$ cat src/rtl/relay_pkg.sv
// rtl/relay_pkg.sv - shared relay types, Miller symbol/state encodings and timing defaults
package relay_pkg;

  // Bit-cell timing at 13.56 MHz / 106 kbit/s
  localparam int CELL_DEF      = 128;
  localparam int HALF_DEF      = 64;
  localparam int EDGE_OFS_DEF  = 16;
  localparam int PAUSE_MIN_DEF = 4;
  localparam int BITCNT_W_DEF  = 12;

  // Modified Miller cell symbols: X = pause in second half, Y = no pause, Z = pause in first half
  typedef enum logic [1:0] {
    SYM_X = 2'd0,
    SYM_Y = 2'd1,
    SYM_Z = 2'd2
  } sym_t;

  // Reader-to-tag decoder states
  typedef enum logic [1:0] {
    ST_IDLE = 2'd0,
    ST_SOF  = 2'd1,
    ST_DATA = 2'd2
  } dec_state_t;

  // hi_simulate modulation modes shared with the relay datapath
  localparam logic [2:0] HISIM_MOD_NONE      = 3'd0;
  localparam logic [2:0] HISIM_MOD_BPSK      = 3'd1;
  localparam logic [2:0] HISIM_MOD_212K      = 3'd2;
  localparam logic [2:0] HISIM_MOD_424K      = 3'd4;
  localparam logic [2:0] HISIM_MOD_424K_8BIT = 3'd5;

  // Classify a finished cell from its recorded pause edge
  function automatic sym_t cell_sym(input logic has_edge, input logic late_half);
    if (!has_edge) begin
      return SYM_Y;
    end
    return late_half ? SYM_X : SYM_Z;
  endfunction

endpackage

$ cat src/rtl/relay_pause_filter.sv
// rtl/relay_pause_filter.sv - modulation line synchroniser and pause edge filter
module relay_pause_filter
#(
  parameter int PAUSE_MIN = 4
)(
  input  logic clk,
  input  logic reset,
  input  logic data_in,
  output logic pause_edge
);

  localparam int CW = $clog2(PAUSE_MIN + 1);
  localparam logic [CW-1:0] CNT_LAST = CW'(PAUSE_MIN - 1);

  logic [1:0]    sync;
  logic          armed;
  logic [CW-1:0] low_cnt;
  logic          line;

  assign line = sync[1];

  // Synchronise the line, count consecutive low samples, fire once per pause, re-arm on high
  always_ff @(posedge clk) begin
    if (reset) begin
      sync       <= 2'b11;
      armed      <= 1'b0;
      low_cnt    <= '0;
      pause_edge <= 1'b0;
    end else begin
      sync       <= {sync[0], data_in};
      pause_edge <= 1'b0;
      if (line) begin
        armed   <= 1'b1;
        low_cnt <= '0;
      end else if (armed) begin
        if (low_cnt == CNT_LAST) begin
          pause_edge <= 1'b1;
          armed      <= 1'b0;
          low_cnt    <= '0;
        end else begin
          low_cnt <= low_cnt + 1'b1;
        end
      end
    end
  end

endmodule

$ cat src/rtl/relay_miller_decode.sv
// rtl/relay_miller_decode.sv - ISO14443-A Modified Miller frame decoder; RELAY_MILLER_PARITY_EN adds parity_err
module relay_miller_decode
  import relay_pkg::*;
#(
  parameter int CELL      = CELL_DEF,
  parameter int HALF      = HALF_DEF,
  parameter int EDGE_OFS  = EDGE_OFS_DEF,
  parameter int PAUSE_MIN = PAUSE_MIN_DEF,
  parameter int BITCNT_W  = BITCNT_W_DEF
)(
  input  logic                clk,
  input  logic                reset,
  input  logic                enable,
  input  logic                data_in,
  output logic                bit_out,
  output logic                bit_valid,
  output logic                sof,
  output logic                eof,
  output logic                err,
  output logic                frame_active,
  output logic [BITCNT_W-1:0] bit_count
`ifdef RELAY_MILLER_PARITY_EN
  ,
  output logic                parity_err
`endif
);

  localparam int PW = $clog2(CELL);
  localparam logic [PW-1:0] PH_LAST = PW'(CELL - 1);
  localparam logic [PW-1:0] PH_HALF = PW'(HALF);
  localparam logic [PW-1:0] PH_Z    = PW'(EDGE_OFS);
  localparam logic [PW-1:0] PH_X    = PW'(EDGE_OFS + HALF);

  dec_state_t    state, state_nxt;
  logic [PW-1:0] phase, phase_nxt;
  logic          cell_edge, cell_edge_nxt;
  logic          cell_x, cell_x_nxt;
  sym_t          prev_sym, prev_nxt;
  sym_t          cur_sym;
  logic          pend_valid, pend_valid_nxt;
  logic          pend_bit, pend_bit_nxt;
  logic          pause_edge;
  logic          cell_end;
  logic          late_edge;
  logic          emit, emit_bit;
  logic          sof_set, eof_set, err_set;

  relay_pause_filter #(
    .PAUSE_MIN (PAUSE_MIN)
  ) u_pause_filter (
    .clk        (clk),
    .reset      (reset),
    .data_in    (data_in),
    .pause_edge (pause_edge)
  );

  // Phase tracking, cell classification and the IDLE/SOF/DATA decode decisions
  always_comb begin
    state_nxt      = state;
    phase_nxt      = (phase == PH_LAST) ? '0 : phase + 1'b1;
    cell_edge_nxt  = cell_edge;
    cell_x_nxt     = cell_x;
    prev_nxt       = prev_sym;
    pend_valid_nxt = pend_valid;
    pend_bit_nxt   = pend_bit;
    emit           = 1'b0;
    emit_bit       = 1'b0;
    sof_set        = 1'b0;
    eof_set        = 1'b0;
    err_set        = 1'b0;
    cell_end       = (phase == PH_LAST);
    // An edge on the last phase opens the next cell, so it is never a second edge
    late_edge      = pause_edge && cell_edge && !cell_end;
    cur_sym        = cell_sym(cell_edge, cell_x);

    if (cell_end) begin
      cell_edge_nxt = 1'b0;
      cell_x_nxt    = 1'b0;
    end
    if (pause_edge) begin
      cell_edge_nxt = 1'b1;
      if (cell_end || (phase < PH_HALF)) begin
        phase_nxt  = PH_Z;
        cell_x_nxt = 1'b0;
      end else begin
        phase_nxt  = PH_X;
        cell_x_nxt = 1'b1;
      end
    end

    case (state)
      ST_IDLE: begin
        cell_x_nxt = 1'b0;
        if (pause_edge) begin
          state_nxt     = ST_SOF;
          phase_nxt     = PH_Z;
          cell_edge_nxt = 1'b1;
        end else begin
          cell_edge_nxt = 1'b0;
        end
      end
      ST_SOF: begin
        if (late_edge) begin
          err_set = 1'b1;
        end else if (cell_end) begin
          sof_set        = 1'b1;
          state_nxt      = ST_DATA;
          prev_nxt       = SYM_Z;
          pend_valid_nxt = 1'b0;
        end
      end
      ST_DATA: begin
        if (late_edge) begin
          err_set = 1'b1;
        end else if (cell_end) begin
          prev_nxt = cur_sym;
          case (cur_sym)
            SYM_X: begin
              emit           = pend_valid;
              emit_bit       = pend_bit;
              pend_valid_nxt = 1'b1;
              pend_bit_nxt   = 1'b1;
            end
            SYM_Z: begin
              if (prev_sym == SYM_X) begin
                err_set = 1'b1;
              end else begin
                emit           = pend_valid;
                emit_bit       = pend_bit;
                pend_valid_nxt = 1'b1;
                pend_bit_nxt   = 1'b0;
              end
            end
            default: begin
              if (prev_sym == SYM_X) begin
                emit           = pend_valid;
                emit_bit       = pend_bit;
                pend_valid_nxt = 1'b1;
                pend_bit_nxt   = 1'b0;
              end else begin
                // Pending 0 was the end-of-frame logic 0, not data
                eof_set        = 1'b1;
                state_nxt      = ST_IDLE;
                pend_valid_nxt = 1'b0;
              end
            end
          endcase
        end
      end
      default: begin
        state_nxt = ST_IDLE;
      end
    endcase

    if (err_set) begin
      state_nxt      = ST_IDLE;
      pend_valid_nxt = 1'b0;
      emit           = 1'b0;
    end
    if (!enable) begin
      state_nxt      = ST_IDLE;
      pend_valid_nxt = 1'b0;
      emit           = 1'b0;
      sof_set        = 1'b0;
      eof_set        = 1'b0;
      err_set        = 1'b0;
    end
  end

  // Decoder state, pending bit and registered output strobes
  always_ff @(posedge clk) begin
    if (reset) begin
      state        <= ST_IDLE;
      phase        <= '0;
      cell_edge    <= 1'b0;
      cell_x       <= 1'b0;
      prev_sym     <= SYM_Z;
      pend_valid   <= 1'b0;
      pend_bit     <= 1'b0;
      bit_out      <= 1'b0;
      bit_valid    <= 1'b0;
      sof          <= 1'b0;
      eof          <= 1'b0;
      err          <= 1'b0;
      frame_active <= 1'b0;
      bit_count    <= '0;
    end else begin
      state        <= state_nxt;
      phase        <= phase_nxt;
      cell_edge    <= cell_edge_nxt;
      cell_x       <= cell_x_nxt;
      prev_sym     <= prev_nxt;
      pend_valid   <= pend_valid_nxt;
      pend_bit     <= pend_bit_nxt;
      bit_out      <= emit & emit_bit;
      bit_valid    <= emit;
      sof          <= sof_set;
      eof          <= eof_set;
      err          <= err_set;
      frame_active <= (state_nxt != ST_IDLE);
      if (sof_set) begin
        bit_count <= '0;
      end else if (emit && (bit_count != '1)) begin
        bit_count <= bit_count + 1'b1;
      end
    end
  end

`ifdef RELAY_MILLER_PARITY_EN
  logic [3:0] par_cnt;
  logic       par_acc;

  // Every 9th bit after SOF must make the preceding byte plus itself odd
  always_ff @(posedge clk) begin
    if (reset) begin
      par_cnt    <= '0;
      par_acc    <= 1'b0;
      parity_err <= 1'b0;
    end else begin
      parity_err <= 1'b0;
      if (sof_set) begin
        par_cnt <= '0;
        par_acc <= 1'b0;
      end else if (emit) begin
        if (par_cnt == 4'd8) begin
          parity_err <= ~(par_acc ^ emit_bit);
          par_cnt    <= '0;
          par_acc    <= 1'b0;
        end else begin
          par_cnt <= par_cnt + 1'b1;
          par_acc <= par_acc ^ emit_bit;
        end
      end
    end
  end
`endif

endmodule

$ cat config.mk
export PLATFORM = sky130hd
export DESIGN_NAME = relay_miller_decode
export DESIGN_NICKNAME = d
export VERILOG_FILES = /design/src/rtl/relay_pkg.sv /design/src/rtl/relay_pause_filter.sv /design/src/rtl/relay_miller_decode.sv
export SDC_FILE = /design/constraint.sdc
export NUM_CORES = 1
export LEC_CHECK = 0
export BUFFER_PORTS_ARGS = -buffer_cell sky130_fd_sc_hd__buf_4
export CAP_MARGIN = 20
export CORE_UTILIZATION = 36
export DETAILED_ROUTE_END_ITERATION = 7
export GPL_TIMING_DRIVEN = 0
export PLACE_DENSITY_LB_ADDON = 0.05
export SYNTH_ARGS = -nofsm -noshare
export SYNTH_HDL_FRONTEND = slang
export SYNTH_SLANG_ARGS = --single-unit
$ cat constraint.sdc
create_clock -name clk -period 2.54 [get_ports clk]
set_input_delay 0.635 -clock clk [delete_from_list [all_inputs] [get_ports clk]]
set_output_delay 0.635 -clock clk [all_outputs]
set_load 0.02 [all_outputs]
# Word-level counts from Yosys, hierarchy flattened
# Cells that the tools add are included.
# op_classes
addsub	3
order_cmp	1
n_eq_ne	11
muxes	65
bitwise	6
reduce_logical	23
# op_table
cell	n
$mux W1	36
$mux W7	5
$mux W2	15
$add A12 B1 Y12 const B	1
$ne A12 B12 Y1 const B	1
$pmux W1 S2	6
$reduce_or A2 Y1	5
$ne A2 B2 Y1 const B	4
$add A7 B1 Y7 const B	1
$eq A7 B7 Y1 const B	1
$lt A7 B7 Y1 const B	1
$reduce_or A7 Y1	1
$logic_not A2 Y1	3
$pmux W2 S3	1
$reduce_and A6 Y1	1
$reduce_bool A2 Y1	3
$reduce_or A3 Y1	2
$not A1 Y1	5
$reduce_and A5 Y1	1
$eq A2 B2 Y1 const B	2
$pmux W2 S2	1
$add A3 B1 Y3 const B	1
$eq A3 B2 Y1 const B	1
$logic_and A1 B1 Y1	3
8 further kinds	8
# totals
ff_bits	40
input_bits	4
out_inout_bits	18
word_cells	127

# Logic depth before layout (Yosys ltp)
# Gate-level depths: netlist of the first run.
# logic_depth
word_depth	11
ltp_mapped	9
depth_no_buf	7

# By module
# From an unflattened synthesis of the first run, not the netlist that was laid out.
# unflattened
hier_cells	204
area_unflattened_um2	1834.3
# by_module_without_submodules
module	n_inst	cells_per_inst	area_per_inst_um2	seq_area_each_um2
relay_miller_decode	1	182	1584.0	660.6
relay_pause_filter	1	22	250.2	140.1

# Least setup slack after synthesis of the first run
# OpenSTA, ideal clock, no wires.
# synth_timing
path_kind	reg2reg
start	reg state[0]
end	reg bit_count[6]
setup_time_ns	0.071
t_arrival_ns	2.163
required_ns	2.469
path_slack_ns	0.307
path_stages_with_launch	10
path_buffers	2
synth_period_minus_slack_ns	2.233
path_cell_list	dfxtp_1 -> inv_1 -> ha_1 -> buf_2 -> nand3_1 -> a2111o_1 -> or3_4 -> buf_6 -> or3_1 -> a21oi_1
# synth_via
elab_chain_len	5
elab_cells_between_ends	10
cone_classes	eq/ne (2); mux (6); reduce/logical (2)
# synth_rtl
item	line	source
start, declared	relay_miller_decode.sv:34	dec_state_t state, state_nxt;
start signal, assigned	relay_miller_decode.sv:188	state <= state_nxt;
$eq A2 B2 Y1 / $eq A2 B1 Y1 (equally long branches)	relay_miller_decode.sv:91	case (state)
$pmux W1 S2 / $mux W1 (equally long branches)	relay_miller_decode.sv:91	
$mux W1	relay_miller_decode.sv:155	if (err_set) begin
$mux W1	relay_miller_decode.sv:160	if (!enable) begin
$logic_and A1 B1 Y1	relay_miller_decode.sv:203	end else if (emit && (bit_count != '1)) begin
end signal, assigned	relay_miller_decode.sv:204	bit_count <= bit_count + 1'b1;
end, declared	relay_miller_decode.sv:21	output logic [BITCNT_W-1:0] bit_count
# Parallel ways exist; a longest one is shown, timed or not.
# A chain may end at the register's enable or synchronous reset.

# Worst setup path after layout of the first run
# Same ends and word-level chain as after synthesis.

==> results.md, run 1 <==
* Worst-Skew Late Latency at ~290 ps
* Final setup violating endpoints at 0
* Final ANT Viol Nets at 0
* CTS buffer count at 5
* Crit Path Class: reg2reg
* CTS tree: built
* Worst Hold End: u_pause_filter.sync[1]$_SDFF_PP1_
* Number of enable flip-flop cells after synthesis at 0
* R2r setup slk at 170 ps
* CP Data Required Time at between 2000 and 3000 ps
* CTS root buffer: clkbuf_8
* Status: complete, no violations
* Clock Sinks at 40
* Wire per inst at 12.8 um
* Largest area contributor in the netlist: dfxtp_1
* Die H at between 70 and 80 um
* Synth top area cells: dfxtp_1 44%, ha_1 4.8%, nor2_1 3.9%, a21oi_1 3.6%, nand2_1 3.5%
* Area grow syn2layout at 20.2%
* Post-synth cell types at 47
* Leakage at 0.794 nW
* First drt pass iteration count at 4
* Worst slew pin tran at roughly 650 ps
* Reg-to-reg critical path startpoint: state[0]$_SDFF_PP0_
* Main synth FF type: dfxtp_1
* Vias at approximately 1600
* Crit-path slowest cell: a2111o_1
* Vias/cell at about 5.2
* Setup crit end kind: register
* Hold_ws at about 420 ps
* Post-Syn Nets at roughly 220
* Placeable Area at ~4800 sq um
* Vias in the first global route at roughly 1400
* Largest stage delay on the critical path at just over 400 ps
* Initial antenna violation count at 0
* Crit path launch: state[0]$_SDFF_PP0_
* Startpoint types: register
* HPWL after detailed placement at roughly 2900 um
* Maximum clock frequency at 421 MHz
* Avg Cell Area, Syn at between 8 and 9 sq um
* R2R depth at 9
* Clk slew on worst S/H paths at ~80 ps
* Die Area at about 5300 sq um
* Clock Tree Buf Depth at 2
* Gpl congestion at 0.822
* RSZ-0062 raised after global routing: false
* Critical path cell sequence: inv_1 -> ha_1 -> clkbuf_4 -> nand3_1 -> a2111o_1 -> or3_4 -> buf_6 -> or3_1 -> a21oi_2
* Fin crit period at approximately 2400 ps
* Largest net degree at the start of global routing at 14
* Clock Skew at 4.36 ps
* Filler cells at between 400 and 500
* Fin nets at around 240
* Row count at 25
* Bufs and invs on worst path at 3
* Sequential element share of the synthesized area at about 44%
* Post-Route Setup TNS at 0 ps
* Mapped cell area at 1810 sq um
* Hold path startpoint: u_pause_filter.sync[0]$_SDFF_PP1_
* Async S/R FF share, synth at 0%
* I/O pins at 22
* Crit-path max FO at 10
* Total routed wirelength at about 3800 um
* Synth Instances at approximately 200
* Area share of the largest cell type after synthesis at 44.2%
* DIE WIDTH at ~73 um
* HP Class: reg2reg
* Max VDD drop at around 0.33 mV
* Final Hold Fails at 0
* Ant diodes at 0
* PortBufs at 21
* Pwr/cell area at about 540 nW/um^2
* Initial Utilization at a little under two fifths
* Worst path depth at 9
* CTS H-tree depth at 2
* Slew margin rel. at a little under three fifths
* Max-slew violation count at 0
* CTS Hold Bufs at 0
* Total GRT Usage at between 15 and 20%
* Crit path arrival time at 2600 ps
* Initial DRC Count at 35
* Tcrit/Tclk final at about 93%
* Syn. warnings at 0
* Crit path max-delay family: simple AND/OR/NAND/NOR gates
* Synthesis-stage register bit count at 40
* Cells on Worst Hold Path at 1
* Max Cap Viol at 0
* Grt total ovfl at 0
* Post-route DRC at 0
* Final core occ at 45.5%
* R2r endpoint: bit_count[6]$_SDFFE_PP0P_
* Global-route wire length before repair at ~6400 um
* Share of layout cells above drive strength 1 at between 10% and 20%
stage by stage:
step / total power, mW / std cells / instance area, sq um / setup WS, ps
CTS: 1.21 / 300 / 2170 / 63.9
floorplan: 0.673 / 204 / 1810 / 307
finish: 1.18 / 301 / 2180 / 167
global route: 1.24 / 301 / 2180 / 15.9
detailed placement: 0.686 / 292 / 2050 / 83.6
global placement: 0.684 / 292 / 2050 / 70.1
registers in the layout, summed over array words and instances (netlist names), 2 cells and up:
name                    flops
bit_count                  12
phase                       7
prev_sym                    2
state                       2
u_pause_filter.low_cnt      3
u_pause_filter.sync         2
area by class of cell:
type | instances | area (sq um) | area share (%)
flip-flops and latches | 40 | 801 | 36.7
well taps | 67 | 83.8 | 3.85
repair buffers | 22 | 165 | 7.58
clock inverters | 3 | 42.5 | 1.95
multi-input cells | 152 | 962 | 44.1
clock buffers | 5 | 68.8 | 3.16
inverters | 4 | 15.0 | 0.689
plain buffers | 8 | 41.3 | 1.89
how the worst max path moves through the flow:
stage | end | slack (ps)
3_5_place_dp | bit_count[6]$_SDFFE_PP0P_ | 80
2_1_floorplan | bit_count[6]$_SDFFE_PP0P_ | 310
4_1_cts | bit_count[6]$_SDFFE_PP0P_ | 60
5_1_grt | bit_count[6]$_SDFFE_PP0P_ | 20
3_3_place_gp | bit_count[11]$_SDFFE_PP0P_ | 70
6_report | bit_count[6]$_SDFFE_PP0P_ | 170
kinds of logic (layout without fill, tap and decap cells):
group	after synthesis	in the layout	synth area share [%]
muxes	3	3	1.73
xor gates and xnor gates	9	9	4.35
and+or+nand+nor	94	94	27.7
DFF	40	40	44.2
AOI/OAI and AO/OA	39	39	14.3
adders and majority gates	7	7	4.83
buffers and inverters	12	42	2.97
per-layer routing:
layer | part of all wire, % | global-route usage [%] | up-vias
met5 | 0 | 0 | -
met4 | 2.9 | 8.28 | 0
met3 | 4.3 | 4.14 | 11
met2 | 47 | 26.8 | 35
met1 | 45 | 18.8 | 729
li1 | - | - | 803
report_power, final:
part	total, mW	internal (mW)	switching, mW
Combinational	0.0309	0.0131	0.0178
Clock	0.514	0.291	0.223
Sequential	0.639	0.633	0.00578
Total	1.18	0.937	0.247
cells in the mapped netlist (2+ instances only):
cell type  number
nand3_1         9
nand2_1        17
or3_1           5
nor3b_1         2
nor4_1          7
inv_1           4
a32o_1          2
clkbuf_1        5
xnor2_1         6
xor2_1          3
nor2_1         19
dfxtp_1        40
nor2b_1         2
nor3_1          8
and3_1          3
nand4_1         5
or2_2           3
nand2b_1        4
o21ai_0         9
a21oi_1        13
ha_1            7
a31oi_1         3
mux2i_1         2
nor4b_1         3
timing repair:
item / in CTS / in global routing
buffers inserted: 0 / 1
setup endpoints to repair: 0 / 6
resized for setup: 0 / 2
placed cells by master, fill, tap and decap left out, types with 2 or more instances in the layout:
cell type and count:
or2_2 3, and3_1 3, nor2b_1 2, clkbuf_1 5, nor2_1 19, a31oi_1 3
nor4_1 7, mux2i_1 2, inv_1 4, nand3_1 9, buf_4 22, nand4_1 5
nor4b_1 3, or3_1 5, xnor2_1 6, clkbuf_8 5, xor2_1 3, ha_1 7
a21oi_1 12, o21ai_0 9, nand2_1 17, nor3b_1 2, a32o_1 2, nand2b_1 4
dfxtp_1 40, nor3_1 8
Note: power is estimated with default switching activity, not from simulation.
==> run 2: changes to the inputs <==
--- a/config.mk
+++ b/config.mk
@@ -6,7 +6,6 @@
 export NUM_CORES = 1
 export LEC_CHECK = 0
 export BUFFER_PORTS_ARGS = -buffer_cell sky130_fd_sc_hd__buf_4
-export CAP_MARGIN = 20
 export CORE_UTILIZATION = 36
 export DETAILED_ROUTE_END_ITERATION = 7
 export GPL_TIMING_DRIVEN = 0
==> constraint.sdc (replaced) <==
create_clock -name clk -period 2.54 [get_ports clk]
set_input_delay 0 -clock clk [delete_from_list [all_inputs] [get_ports clk]]
set_output_delay 0 -clock clk [all_outputs]
set_load 0.02 [all_outputs]
==> run 2 against run 1 <==
Compared with the run above:
- total power up 0.14%
- via count rose by 1.0%
- clock power is essentially flat
- wire length up 0.21%
- non-clock buffer count grew 1
- sequential power is essentially flat
==> results.md, run 2 (synthesis results as in run 1) <==
* Total routed wirelength at 3850 um (+0.21%)
* Max reg flops at 12 (unchanged)
* Switching pwr at 248 uW (+0.25%)
* Maximum clock frequency at 421 MHz (about the same)
* Clock Skew at 4.87 ps (+0.503 ps)
* Tot Pwr at 1.19 mW (+0.14%)
* Crit-path max FO at 10 (unchanged)
* PortBufs at 21 (unchanged)
* Max Cap Viol at 0 (unchanged)
* Total GRT Usage at 15.9% (-0.029 points)
* Dpl cell area at 2050 sq um (unchanged)
* Worst slew pin tran at 674 ps (+26.7 ps)
* Clk slew on worst S/H paths at 80 ps (about the same)
* Fin crit period at 2370 ps (+0.503 ps)
* Largest net degree at the start of global routing at 14 (unchanged)
* HPWL after detailed placement at 2910 um (unchanged)
* Cell internal pwr at 938 uW (+0.11%)
* Final ANT Viol Nets at 0 (unchanged)
* Initial antenna violation count at 0 (unchanged)
* Leakage at 0.798 nW (+0.53%)
* Sw Ratio at 20.9% (+0.023 points)
* Combinational Power Share at 2.7% (about the same)
* M1 WL at 1770 um (+1.7%)
* Wire length on met3 at 147 um (-12%)
* Gpl congestion at 0.822 (unchanged)
* Crit path arrival time at 2600 ps (about the same)
* CTS buffer count at 5 (unchanged)
* Area grow syn2layout at 20.8%
* Wire per inst at 12.7 um (-0.12%)
* Tcrit/Tclk final at 93.5% (about the same)
* Fin nets at 245 (+0.41%)
* Worst-Skew Late Latency at 290 ps (about the same)
* I/O pins at 22 (unchanged)
* Die Area at 5320 sq um (unchanged)
* Setup crit end kind: register
* Vias in the first global route at 1431 (-0.42%)
* CTS H-tree depth at 2 (unchanged)
* Final Hold Fails at 0 (unchanged)
* Startpoint types: register
* CTS tree: built
* Vias/cell at 5.28 (+0.68%)
* Most frequent cells in the layout: 40 x dfxtp_1, 22 x buf_4, 19 x nor2_1
* Initial Utilization at 37.9% (unchanged)
* Final core occ at 45.8% (+0.21 points)
* Initial DRC Count at 40 (+14%)
* Row count at 25 (unchanged)
* Max layer used: met4
* Seq pwr share at 53.9% (about the same)
* Grt total ovfl at 0 (unchanged)
* Post-Route Setup TNS at 0 ps (unchanged)
* Global-route wire length before repair at 6420 um (-0.22%)
* First drt pass iteration count at 4 (unchanged)
* Clock Tree Buf Depth at 2 (unchanged)
* Share of layout cells above drive strength 1 at 18.3% (-0.078 points)
* Most common cell after layout, fill and taps aside: dfxtp_1
* Slew margin rel. at 54.7% (-1.8 points)
* Status: complete, no violations
* RSZ-0062 raised after global routing: false
* Largest register by flop count: bit_count
* Vias at 1594 (+1.0%)
* CTS root buffer: clkbuf_8
* HP Class: in2reg
* Ant diodes at 0 (unchanged)
* Placed cell count at 292 (unchanged)
* Placeable Area at 4790 sq um (unchanged)
* Max-slew violation count at 0 (unchanged)
* Clock power share at 43.4% (about the same)
* Post-route cell area at 2190 sq um (+0.46%)
* Fin cells at 302 (+0.33%)
* Post-route DRC at 0 (unchanged)
* Die H at 73.0 um (unchanged)
* Max VDD drop at 0.326 mV (+0.25%)
* Met2 wire length at 1840 um (+0.93%)
* Clock Sinks at 40 (unchanged)
* DIE WIDTH at 73.0 um (unchanged)
* Crit Path Class: reg2reg
* Final setup violating endpoints at 0 (unchanged)
* Largest registers: bit_count (12), phase (7), u_pause_filter.low_cnt (3)
* Pwr/cell area at 542 nW/um^2 (-0.32%)
* CP Data Required Time at 2770 ps (about the same)
-- run 2: path summary, 6_finish.rpt --
| path | endpoint | cells after the start | slack [ps] | from |
|---|---|---|---|---|
| worst min register to register | u_pause_filter.sync[1]$_SDFF_PP1_ | 1 | 420 | u_pause_filter.sync[0]$_SDFF_PP1_ |
| worst min-delay path | bit_count[11]$_SDFFE_PP0P_ | 4 | 40 | reset |
| worst max-delay path | bit_count[6]$_SDFFE_PP0P_ | 9 | 170 | state[0]$_SDFF_PP0_ |
| worst max register to register | bit_count[6]$_SDFFE_PP0P_ | 9 | 170 | state[0]$_SDFF_PP0_ |
-- run 2: repair_timing --
item                                   4_1_cts  5_1_grt
buffers inserted                             0        1
endpoints found under the hold margin        1        0
setup endpoints to repair                    0        6
gates resized for setup                      0        2
hold buffers                                 1        0
-- run 2: metal layers --
layer	vias up	track usage (%)
met5	-	0
met4	0	8.28
met3	10	4.14
met2	34	26.7
met1	741	18.8
li1	809	-
-- run 2: cell type report --
cell class / count / area (sq um)
Fill cell: 480 / 2600
Multi-Input combinational cell: 152 / 962
Tap cell: 67 / 83.8
Sequential cell: 40 / 801
Timing Repair Buffer: 23 / 175
Inverter: 4 / 15.0
Clock inverter: 3 / 42.5
Clock buffer: 5 / 68.8
Buffer: 8 / 41.3
-- run 2: critical path: stages (launching register included) --
cell	delay [ps]
dfxtp_1	340
inv_1	100
ha_1	140
clkbuf_4	180
nand3_1	130
a2111o_1	410
or3_4	380
buf_6	150
or3_1	360
a21oi_2	130
-- run 2: metrics by stage --
stage / setup WS (ps) / hold slack (ps)
2_1_floorplan: 307 / 104
3_5_place_dp: 83.6 / 188
4_1_cts: 63.9 / 33.3
5_1_grt: 15.9 / 52.7
3_3_place_gp: 70.1 / 187
6_report: 166 / 43.9
-- run 2: power by group through the flow --
stage / logic [mW] / registers, mW / clock network (mW)
after global placement: 0.0304 / 0.654 / 0
final: 0.0323 / 0.639 / 0.514
after floorplan: 0.0203 / 0.653 / 0
after detailed placement: 0.0315 / 0.654 / 0
after global routing: 0.0364 / 0.640 / 0.562
after CTS: 0.0329 / 0.639 / 0.535
